File: config.mk
export PLATFORM = sky130hd
export DESIGN_NAME = dmem_arbiter
export DESIGN_NICKNAME = d
export VERILOG_FILES = /design/src/rtl/dmem_arb_pkg.sv /design/src/rtl/dmem_arbiter_rr_arb2.sv /design/src/rtl/dmem_arbiter.sv
export SDC_FILE = /design/constraint.sdc
export NUM_CORES = 1
export LEC_CHECK = 0
export BUFFER_PORTS_ARGS = -buffer_cell sky130_fd_sc_hd__buf_2
export CAP_MARGIN = 10
export CORE_AREA = 2 2 85 54
export DETAILED_ROUTE_END_ITERATION = 7
export DIE_AREA = 0 0 87 56
export MAX_ROUTING_LAYER = met4
export PLACE_DENSITY = 0.77
export SETUP_SLACK_MARGIN = 0.5
export SYNTH_ARGS = -nofsm -noshare
export SYNTH_HDL_FRONTEND = slang
export SYNTH_SLANG_ARGS = --single-unit
File: constraint.sdc
create_clock -name CLK -period 3.8 [get_ports CLK]
set_clock_uncertainty 0.1 [all_clocks]
set_input_delay 0.38 -clock CLK [delete_from_list [all_inputs] [get_ports CLK]]
set_output_delay 0.38 -clock CLK [all_outputs]
set_load 0.02 [all_outputs]
File: src/rtl/dmem_arb_pkg.sv
// -----------------------------------------------------------------------------
// dmem_arb_pkg
// Shared types and constants for the two-port data-memory arbiter.
//   state_t      : arbiter sequencer states (IDLE -> ISSUE -> RESP -> IDLE)
//   DEF_ADDR_W   : default address width (memory depth 2**DEF_ADDR_W)
//   DEF_DATA_W   : default data width
//   PORT_CORE    : port index of the core load/store stage
//   PORT_DBG     : port index of the debug/DMA loader
// -----------------------------------------------------------------------------
package dmem_arb_pkg;

    typedef enum logic [1:0] {
        IDLE  = 2'd0,
        ISSUE = 2'd1,
        RESP  = 2'd2
    } state_t;

    localparam int DEF_ADDR_W = 8;
    localparam int DEF_DATA_W = 8;

    localparam logic PORT_CORE = 1'b0;
    localparam logic PORT_DBG  = 1'b1;

endpackage

File: src/rtl/dmem_arbiter_rr_arb2.sv
// -----------------------------------------------------------------------------
// rr_arb2
// Combinational two-way picker used by dmem_arbiter while it sits in IDLE.
//   req[1:0]    in   pending requests (bit 0 = core port, bit 1 = debug port)
//   last_grant  in   port that completed the previous transaction
//   winner      out  selected port index (only meaningful when |req)
//
// Build option:
//   DMEM_ARB_FIXED_PRIO_EN  defined   -> port 0 always wins contention and
//                                        last_grant is ignored (port 1 may starve)
//                           undefined -> round-robin on contention
// -----------------------------------------------------------------------------
module rr_arb2
    import dmem_arb_pkg::*;
(
    input  logic [1:0] req,
    input  logic       last_grant,
    output logic       winner
);

`ifdef DMEM_ARB_FIXED_PRIO_EN
    // last_grant is intentionally ignored in fixed-priority builds.
    logic unused_last_grant;
    assign unused_last_grant = last_grant;

    always_comb begin
        winner = PORT_CORE;
        if (!req[0] && req[1]) begin
            winner = PORT_DBG;
        end
    end
`else
    always_comb begin
        // NOTE: every output of a combinational block gets a default first,
        // so no path through the case leaves it unassigned (no latch).
        winner = PORT_CORE;
        case (req)
            2'b10:   winner = PORT_DBG;
            // Contention: hand the grant to whoever did not go last.
            2'b11:   winner = ~last_grant;
            default: winner = PORT_CORE;
        endcase
    end
`endif

endmodule

File: src/rtl/dmem_arbiter.sv
// -----------------------------------------------------------------------------
// dmem_arbiter
// Arbiter and sequencer in front of the 256x8 data memory. The memory acts on
// the falling clock edge and has a registered read port, so one access takes
// a single ISSUE cycle: enables are held for the full cycle, the memory
// samples them mid-cycle, and read data is captured at the closing rising edge.
//
// Ports:
//   CLK, RST               clock (rising edge), async active-low reset
//   req0/1, we0/1          request and write-select per port (0 core, 1 debug)
//   addr0/1, wdata0/1      request address / write data per port
//   ack0/1                 one-cycle completion pulse to the winner
//   rdata0/1               read data, valid with ack and held afterwards
//   mem_write_en/read_en   memory enables, one cycle, never both high
//   mem_addr, mem_wdata    latched address / write data to the memory
//   mem_rd                 registered read data from the memory
//   busy                   high while in ISSUE or RESP
//   gnt_id                 port owning the current or last transaction
//
// Build option DMEM_ARB_FIXED_PRIO_EN selects fixed priority (see rr_arb2).
// All outputs come straight from flops.
// -----------------------------------------------------------------------------
module dmem_arbiter
    import dmem_arb_pkg::*;
#(
    parameter int ADDR_W = DEF_ADDR_W,
    parameter int DATA_W = DEF_DATA_W
) (
    input  logic              CLK,
    input  logic              RST,
    input  logic              req0,
    input  logic              req1,
    input  logic              we0,
    input  logic              we1,
    input  logic [ADDR_W-1:0] addr0,
    input  logic [ADDR_W-1:0] addr1,
    input  logic [DATA_W-1:0] wdata0,
    input  logic [DATA_W-1:0] wdata1,
    output logic              ack0,
    output logic              ack1,
    output logic [DATA_W-1:0] rdata0,
    output logic [DATA_W-1:0] rdata1,
    output logic              mem_write_en,
    output logic              mem_read_en,
    output logic [ADDR_W-1:0] mem_addr,
    output logic [DATA_W-1:0] mem_wdata,
    input  logic [DATA_W-1:0] mem_rd,
    output logic              busy,
    output logic              gnt_id
);

    state_t              state_q, state_d;
    logic                last_grant_q, last_grant_d;
    logic                gnt_id_q, gnt_id_d;
    logic                mem_write_en_q, mem_write_en_d;
    logic                mem_read_en_q, mem_read_en_d;
    logic [ADDR_W-1:0]   mem_addr_q, mem_addr_d;
    logic [DATA_W-1:0]   mem_wdata_q, mem_wdata_d;
    logic                ack0_q, ack0_d;
    logic                ack1_q, ack1_d;
    logic [DATA_W-1:0]   rdata0_q, rdata0_d;
    logic [DATA_W-1:0]   rdata1_q, rdata1_d;
    logic                busy_q, busy_d;

    logic                winner;
    logic                win_we;

    rr_arb2 u_rr_arb2 (
        .req        ({req1, req0}),
        .last_grant (last_grant_q),
        .winner     (winner)
    );

    assign win_we = (winner == PORT_DBG) ? we1 : we0;

    always_comb begin
        state_d        = state_q;
        last_grant_d   = last_grant_q;
        gnt_id_d       = gnt_id_q;
        mem_write_en_d = mem_write_en_q;
        mem_read_en_d  = mem_read_en_q;
        mem_addr_d     = mem_addr_q;
        mem_wdata_d    = mem_wdata_q;
        rdata0_d       = rdata0_q;
        rdata1_d       = rdata1_q;
        // Acks are pulses: low unless the ISSUE cycle is closing.
        ack0_d         = 1'b0;
        ack1_d         = 1'b0;

        case (state_q)
            IDLE: begin
                if (req0 || req1) begin
                    gnt_id_d       = winner;
                    mem_write_en_d = win_we;
                    mem_read_en_d  = !win_we;
                    mem_addr_d     = (winner == PORT_DBG) ? addr1  : addr0;
                    mem_wdata_d    = (winner == PORT_DBG) ? wdata1 : wdata0;
                    state_d        = ISSUE;
                end
            end

            ISSUE: begin
                // The memory acted on the mid-cycle falling edge; mem_rd now
                // holds the registered read result.
                mem_write_en_d = 1'b0;
                mem_read_en_d  = 1'b0;
                ack0_d         = (gnt_id_q == PORT_CORE);
                ack1_d         = (gnt_id_q == PORT_DBG);
                if (mem_read_en_q) begin
                    if (gnt_id_q == PORT_DBG) begin
                        rdata1_d = mem_rd;
                    end else begin
                        rdata0_d = mem_rd;
                    end
                end
                state_d = RESP;
            end

            RESP: begin
                // Requester drops req at the edge ending this cycle, so the
                // next IDLE only sees genuinely new requests.
                last_grant_d = gnt_id_q;
                state_d      = IDLE;
            end

            default: begin
                state_d = IDLE;
            end
        endcase

        busy_d = (state_d != IDLE);
    end

    always_ff @(posedge CLK or negedge RST) begin
        if (!RST) begin
            state_q        <= IDLE;
            // Port 0 wins the first contention after reset.
            last_grant_q   <= PORT_DBG;
            gnt_id_q       <= PORT_CORE;
            mem_write_en_q <= 1'b0;
            mem_read_en_q  <= 1'b0;
            mem_addr_q     <= '0;
            mem_wdata_q    <= '0;
            ack0_q         <= 1'b0;
            ack1_q         <= 1'b0;
            rdata0_q       <= '0;
            rdata1_q       <= '0;
            busy_q         <= 1'b0;
        end else begin
            // NOTE: sequential state uses non-blocking assignments so every
            // flop samples the pre-edge values of the others.
            state_q        <= state_d;
            last_grant_q   <= last_grant_d;
            gnt_id_q       <= gnt_id_d;
            mem_write_en_q <= mem_write_en_d;
            mem_read_en_q  <= mem_read_en_d;
            mem_addr_q     <= mem_addr_d;
            mem_wdata_q    <= mem_wdata_d;
            ack0_q         <= ack0_d;
            ack1_q         <= ack1_d;
            rdata0_q       <= rdata0_d;
            rdata1_q       <= rdata1_d;
            busy_q         <= busy_d;
        end
    end

    assign ack0         = ack0_q;
    assign ack1         = ack1_q;
    assign rdata0       = rdata0_q;
    assign rdata1       = rdata1_q;
    assign mem_write_en = mem_write_en_q;
    assign mem_read_en  = mem_read_en_q;
    assign mem_addr     = mem_addr_q;
    assign mem_wdata    = mem_wdata_q;
    assign busy         = busy_q;
    assign gnt_id       = gnt_id_q;

endmodule
Yosys cells after proc, flatten, opt, wreduce, memory -nomap -nowiden
Index checks and enable logic that the tools add are counted.
{"block": "totals", "ff_bits": 41, "in_bits": 46, "output_inout_bits": 38, "word_cells": 40}
{"block": "classes", "eq_ne": 5, "n_mux": 12, "n_bitwise": 2, "n_reduce_logical": 9}
{"cell": "$mux W8", "count": 2}
{"cell": "$eq A2 B2 Y1 const B", "count": 3}
{"cell": "$pmux W1 S2", "count": 3}
{"cell": "$reduce_and A3 Y1", "count": 2}
{"cell": "$mux W1", "count": 5}
{"cell": "$pmux W2 S2", "count": 1}
{"cell": "$reduce_and A2 Y1", "count": 2}
{"cell": "$reduce_bool A2 Y1", "count": 2}
{"cell": "$eq A2 B1 Y1 const B", "count": 1}
{"cell": "$logic_not A2 Y1", "count": 1}
{"cell": "$mux W2", "count": 1}
{"cell": "$ne A2 B2 Y1 const B", "count": 1}
{"cell": "$not A1 Y1", "count": 2}
{"cell": "$logic_not A1 Y1", "count": 1}
{"cell": "$logic_or A1 B1 Y1", "count": 1}

Depth between registers and ports, before layout
{"block": "logic_depth", "ltp_word": 6, "ltp_mapped": 5, "depth_no_buf": 4}

Modules after synthesis
From an unflattened synthesis, not the netlist that was laid out.
{"block": "unflattened", "cells_unflattened": 111, "hier_area_um2": 1751.7}
{"mod": "dmem_arbiter", "instances": 1, "cells_per_inst": 110, "area_per_inst_um2": 1740.4, "seq_area_each_um2": 1027.2}
{"mod": "rr_arb2", "instances": 1, "cells_per_inst": 1, "area_per_inst_um2": 11.3, "seq_area_each_um2": 0.0}

Worst setup path after synthesis
No wires, ideal clock.
{"block": "synth_timing", "path_type": "register to register", "startpoint": "reg last_grant_q", "endpoint": "reg mem_addr_q[1], in the netlist mem_addr[1]", "setup_time_ps": 125, "arrival_time_ps": 1412, "t_required_ps": 3575, "path_slack_ps": 2163, "path_stages_with_launch": 6, "path_buffers": 2, "period_less_slack_ps": 1637, "path_cell_list": "dfstp_2 > a21bo_1 > buf_6 > buf_12 > mux2_4 > mux2_4"}
{"block": "synth_between", "elab_chain_len": 3}
{"item": "start: declaration", "line_no": "dmem_arbiter.sv:53", "text": "logic last_grant_q, last_grant_d;"}
{"item": "start signal: assignment", "line_no": "dmem_arbiter.sv:153", "text": "last_grant_q <= last_grant_d;"}
{"item": "$not A1 Y1", "line_no": "dmem_arbiter_rr_arb2.sv:40", "text": "2'b11: winner = ~last_grant;"}
{"item": "$pmux W1 S2", "line_no": "dmem_arbiter_rr_arb2.sv:37", "text": "case (req)"}
{"item": "$mux W8", "line_no": "dmem_arbiter.sv:96", "text": "mem_addr_d = (winner == PORT_DBG) ? addr1 : addr0;"}
{"item": "end signal: assignment", "line_no": "dmem_arbiter.sv:157", "text": "mem_addr_q <= mem_addr_d;"}
{"item": "end: declaration", "line_no": "dmem_arbiter.sv:57", "text": "logic [ADDR_W-1:0] mem_addr_q, mem_addr_d;"}
Every way passes these cells.
A chain may end at the register's enable or synchronous reset.

Worst setup path in the final report
{"block": "layout_timing", "startpoint": "reg last_grant_q", "endpoint": "reg mem_wdata_q[4], in the netlist mem_wdata[4]"}
{"block": "layout_between", "elab_chain_len": 3}
{"item": "$not A1 Y1", "line_no": "dmem_arbiter_rr_arb2.sv:40"}
{"item": "$pmux W1 S2", "line_no": "dmem_arbiter_rr_arb2.sv:37"}
{"item": "$mux W8", "line_no": "dmem_arbiter.sv:97", "text": "mem_wdata_d = (winner == PORT_DBG) ? wdata1 : wdata0;"}
{"item": "end signal: assignment", "line_no": "dmem_arbiter.sv:158", "text": "mem_wdata_q <= mem_wdata_d;"}
{"item": "end: declaration", "line_no": "dmem_arbiter.sv:58", "text": "logic [DATA_W-1:0] mem_wdata_q, mem_wdata_d;"}
Every way passes these cells.

==> results.cfg <==
[grt]
overflow = 0
antenna_found_initial = 0
grt_pass1_vias = 1251
grt_pass1_wl_um = 5660
track_usage = 0.154
grt_max_degree = 42

[setup_path]
path_class = flop to flop
cp_max_fo = 18
endpoint_kind = flop
crit_arrival_ns = 2.16
cp-start-kind = flop
crit_required_ns = 3.87

[clocking]
numCtsBuffers = 5
hold_buffers = 0
clk_pin_slew_ns = 0.07
cts-root-buf = clkbuf_8
clockBufferDepth = 2
cts_resized = 0
htreeDepth = 2
cts.sinks = 41
cts_tree = done
cts_setup_buffers = 0
clk_latency_ns = 0.29

[placed_design]
port_buffers = 83
placed_cells = 243
hpwl_um = 2600
gp_congestion = 0.744
dpl_cell_area_sq_um = 2240

[yosys]
synth_fp_nets = 160
synth_simple_gate_area_frac = 0.0278
synth.area.mux_share = 0.357
ys_warn_count = 0
seq_area_frac_synth = 0.571
synthCells = 114
synth_compound_area_frac = 0.0125
synth_top_family_by_area = multiplexers
syn_avg_cell_area_sq_um = 15.8
synthDistinctLibCells = 20
syn_area_sq_um = 1800
synth_top_area_share = 0.556
synth_top_cells_by_area = dfrtp_1 56%, mux2_2 21%, mux2_4 13%
synthAdderAreaFrac = 0
synth-xor-area-share = 0
synth_top_cell_by_area = dfrtp_1
synth-seq-cells = 41

[detailed_routing]
antenna_left = 0
vias = 1199
post_drt_via_cell_ratio = 4.80
avgRoutedWirePerCell_um = 13.5
dr.pass1.iters = 4
drt_iter0_markers = 31
drc = 0
routed_wl_um = 3380

[die]
die_area_sq_um = 4870
ioPinCount = 84
fp.dieH_um = 56
rows = 18
die_w_um = 87
start_util = 0.446
coreArea_sq_um = 4030

[outcome]
status = finished, final reports clean

[pwr]
p_leak_nw = 1.21
powerDensity_nw_per_um2 = 870
ir_drop_uv = 366

[finish]
finalNonFillerCells = 250
syn2layout_area_growth_pct = 30.5
layout_common_cells = 83 x buf_2, 40 x dfrtp_1, 33 x mux2_2, 16 x mux2_4, 5 x clkbuf_8
fin_nets = 246
utilization = 0.582
finalInstanceArea_sq_um = 2350
layout_commonest_cell = buf_2
antenna_cells = 0
drive_gt1_frac = 0.715

[sta]
hold_violations = 0
max_slew_margin = 0.412
min_period_over_period = 0.552
finalMaxSlewViolations = 0
tightest_slew_ns = 0.882
rsz0062_at_grt = false
min_period_ns = 2.10
max_freq_mhz = 477
setup_viol = 0
fin_setup_tns_ns = 0
whs_ns = 0.114

[flow_run]
drv_cap = 0

[worst_hold_path]
min_path_type = input port to async pin
==> cells in the mapped netlist <==
master	n
mux2_2	33
o31ai_1	1
and3_1	1
dfrtp_1	40
nand2b_1	1
dfstp_2	1
nand2_1	1
a21bo_1	1
nor2_1	3
and2_1	1
o21ai_0	1
nand3_1	1
buf_6	1
nor3_1	1
buf_2	3
mux2i_1	3
or2_2	1
mux2_4	16
buf_12	1
inv_1	3
==> registers in the layout, indices dropped and copies added (netlist names) <==
name          count
ack0              1
ack1              1
busy              1
gnt_id            1
last_grant_q      1
mem_addr          8
mem_read_en       1
mem_wdata         8
mem_write_en      1
rdata0            8
rdata1            8
state_q           2
==> area by class of cell <==
type | count | area [sq um]
Multi-Input combinational cell | 65 | 719
Tap cell | 50 | 62.6
Fill cell | 342 | 1680
Inverter | 3 | 11.3
Clock buffer | 5 | 68.8
Sequential cell | 41 | 1030
Timing Repair Buffer | 84 | 423
Clock inverter | 2 | 35.0
==> worst max-delay path, stage by stage (launching register included) <==
cell,delay (ns)
dfstp_2,0.53
a21bo_1,0.67
mux2_2,0.41
mux2_2,0.26
==> power by group <==
| part | switching (W) | internal, W | total, W |
|---|---|---|---|
| sequential | 0.000112 | 0.000659 | 0.000771 |
| combinational | 0.000505 | 0.000437 | 0.000942 |
| clock | 0.000139 | 0.000191 | 0.000330 |
==> final timing paths <==
check,from,to,cells past startpoint,slack [ns]
worst min-delay path,RST,mem_addr[1],1,0.11
worst max-delay path,last_grant_q,mem_wdata[4],3,1.70
worst min register to register,gnt_id,ack0,1,0.39
max in group asynchronous,RST,state_q[0],1,2.94
worst max register to register,last_grant_q,mem_wdata[4],3,1.70
min in group CLK,mem_rd[0],rdata1[0],2,0.23
==> routing by layer <==
metal | share of wire | global-route usage
met1 | 0.46 | 0.197
met2 | 0.48 | 0.238
met3 | 0.042 | 0.0401
met4 | 0.012 | 0.0536
met5 | 0 | -
==> kinds of logic after synthesis <==
kind of cell,count (synthesis)
simple gates,10
buf+inv,8
compound gates,3
flops,41
mux,52
==> through the flow <==
| stage | worst slack, ns | total power [W] |
|---|---|---|
| after floorplan | 2.16 | 0.00143 |
| after global placement | 1.67 | 0.00171 |
| after detailed placement | 1.65 | 0.00174 |
| after CTS | 1.67 | 0.00207 |
| after global routing | 1.59 | 0.00217 |
| final | 1.70 | 0.00204 |
Note: power is estimated with default switching activity, not from simulation.
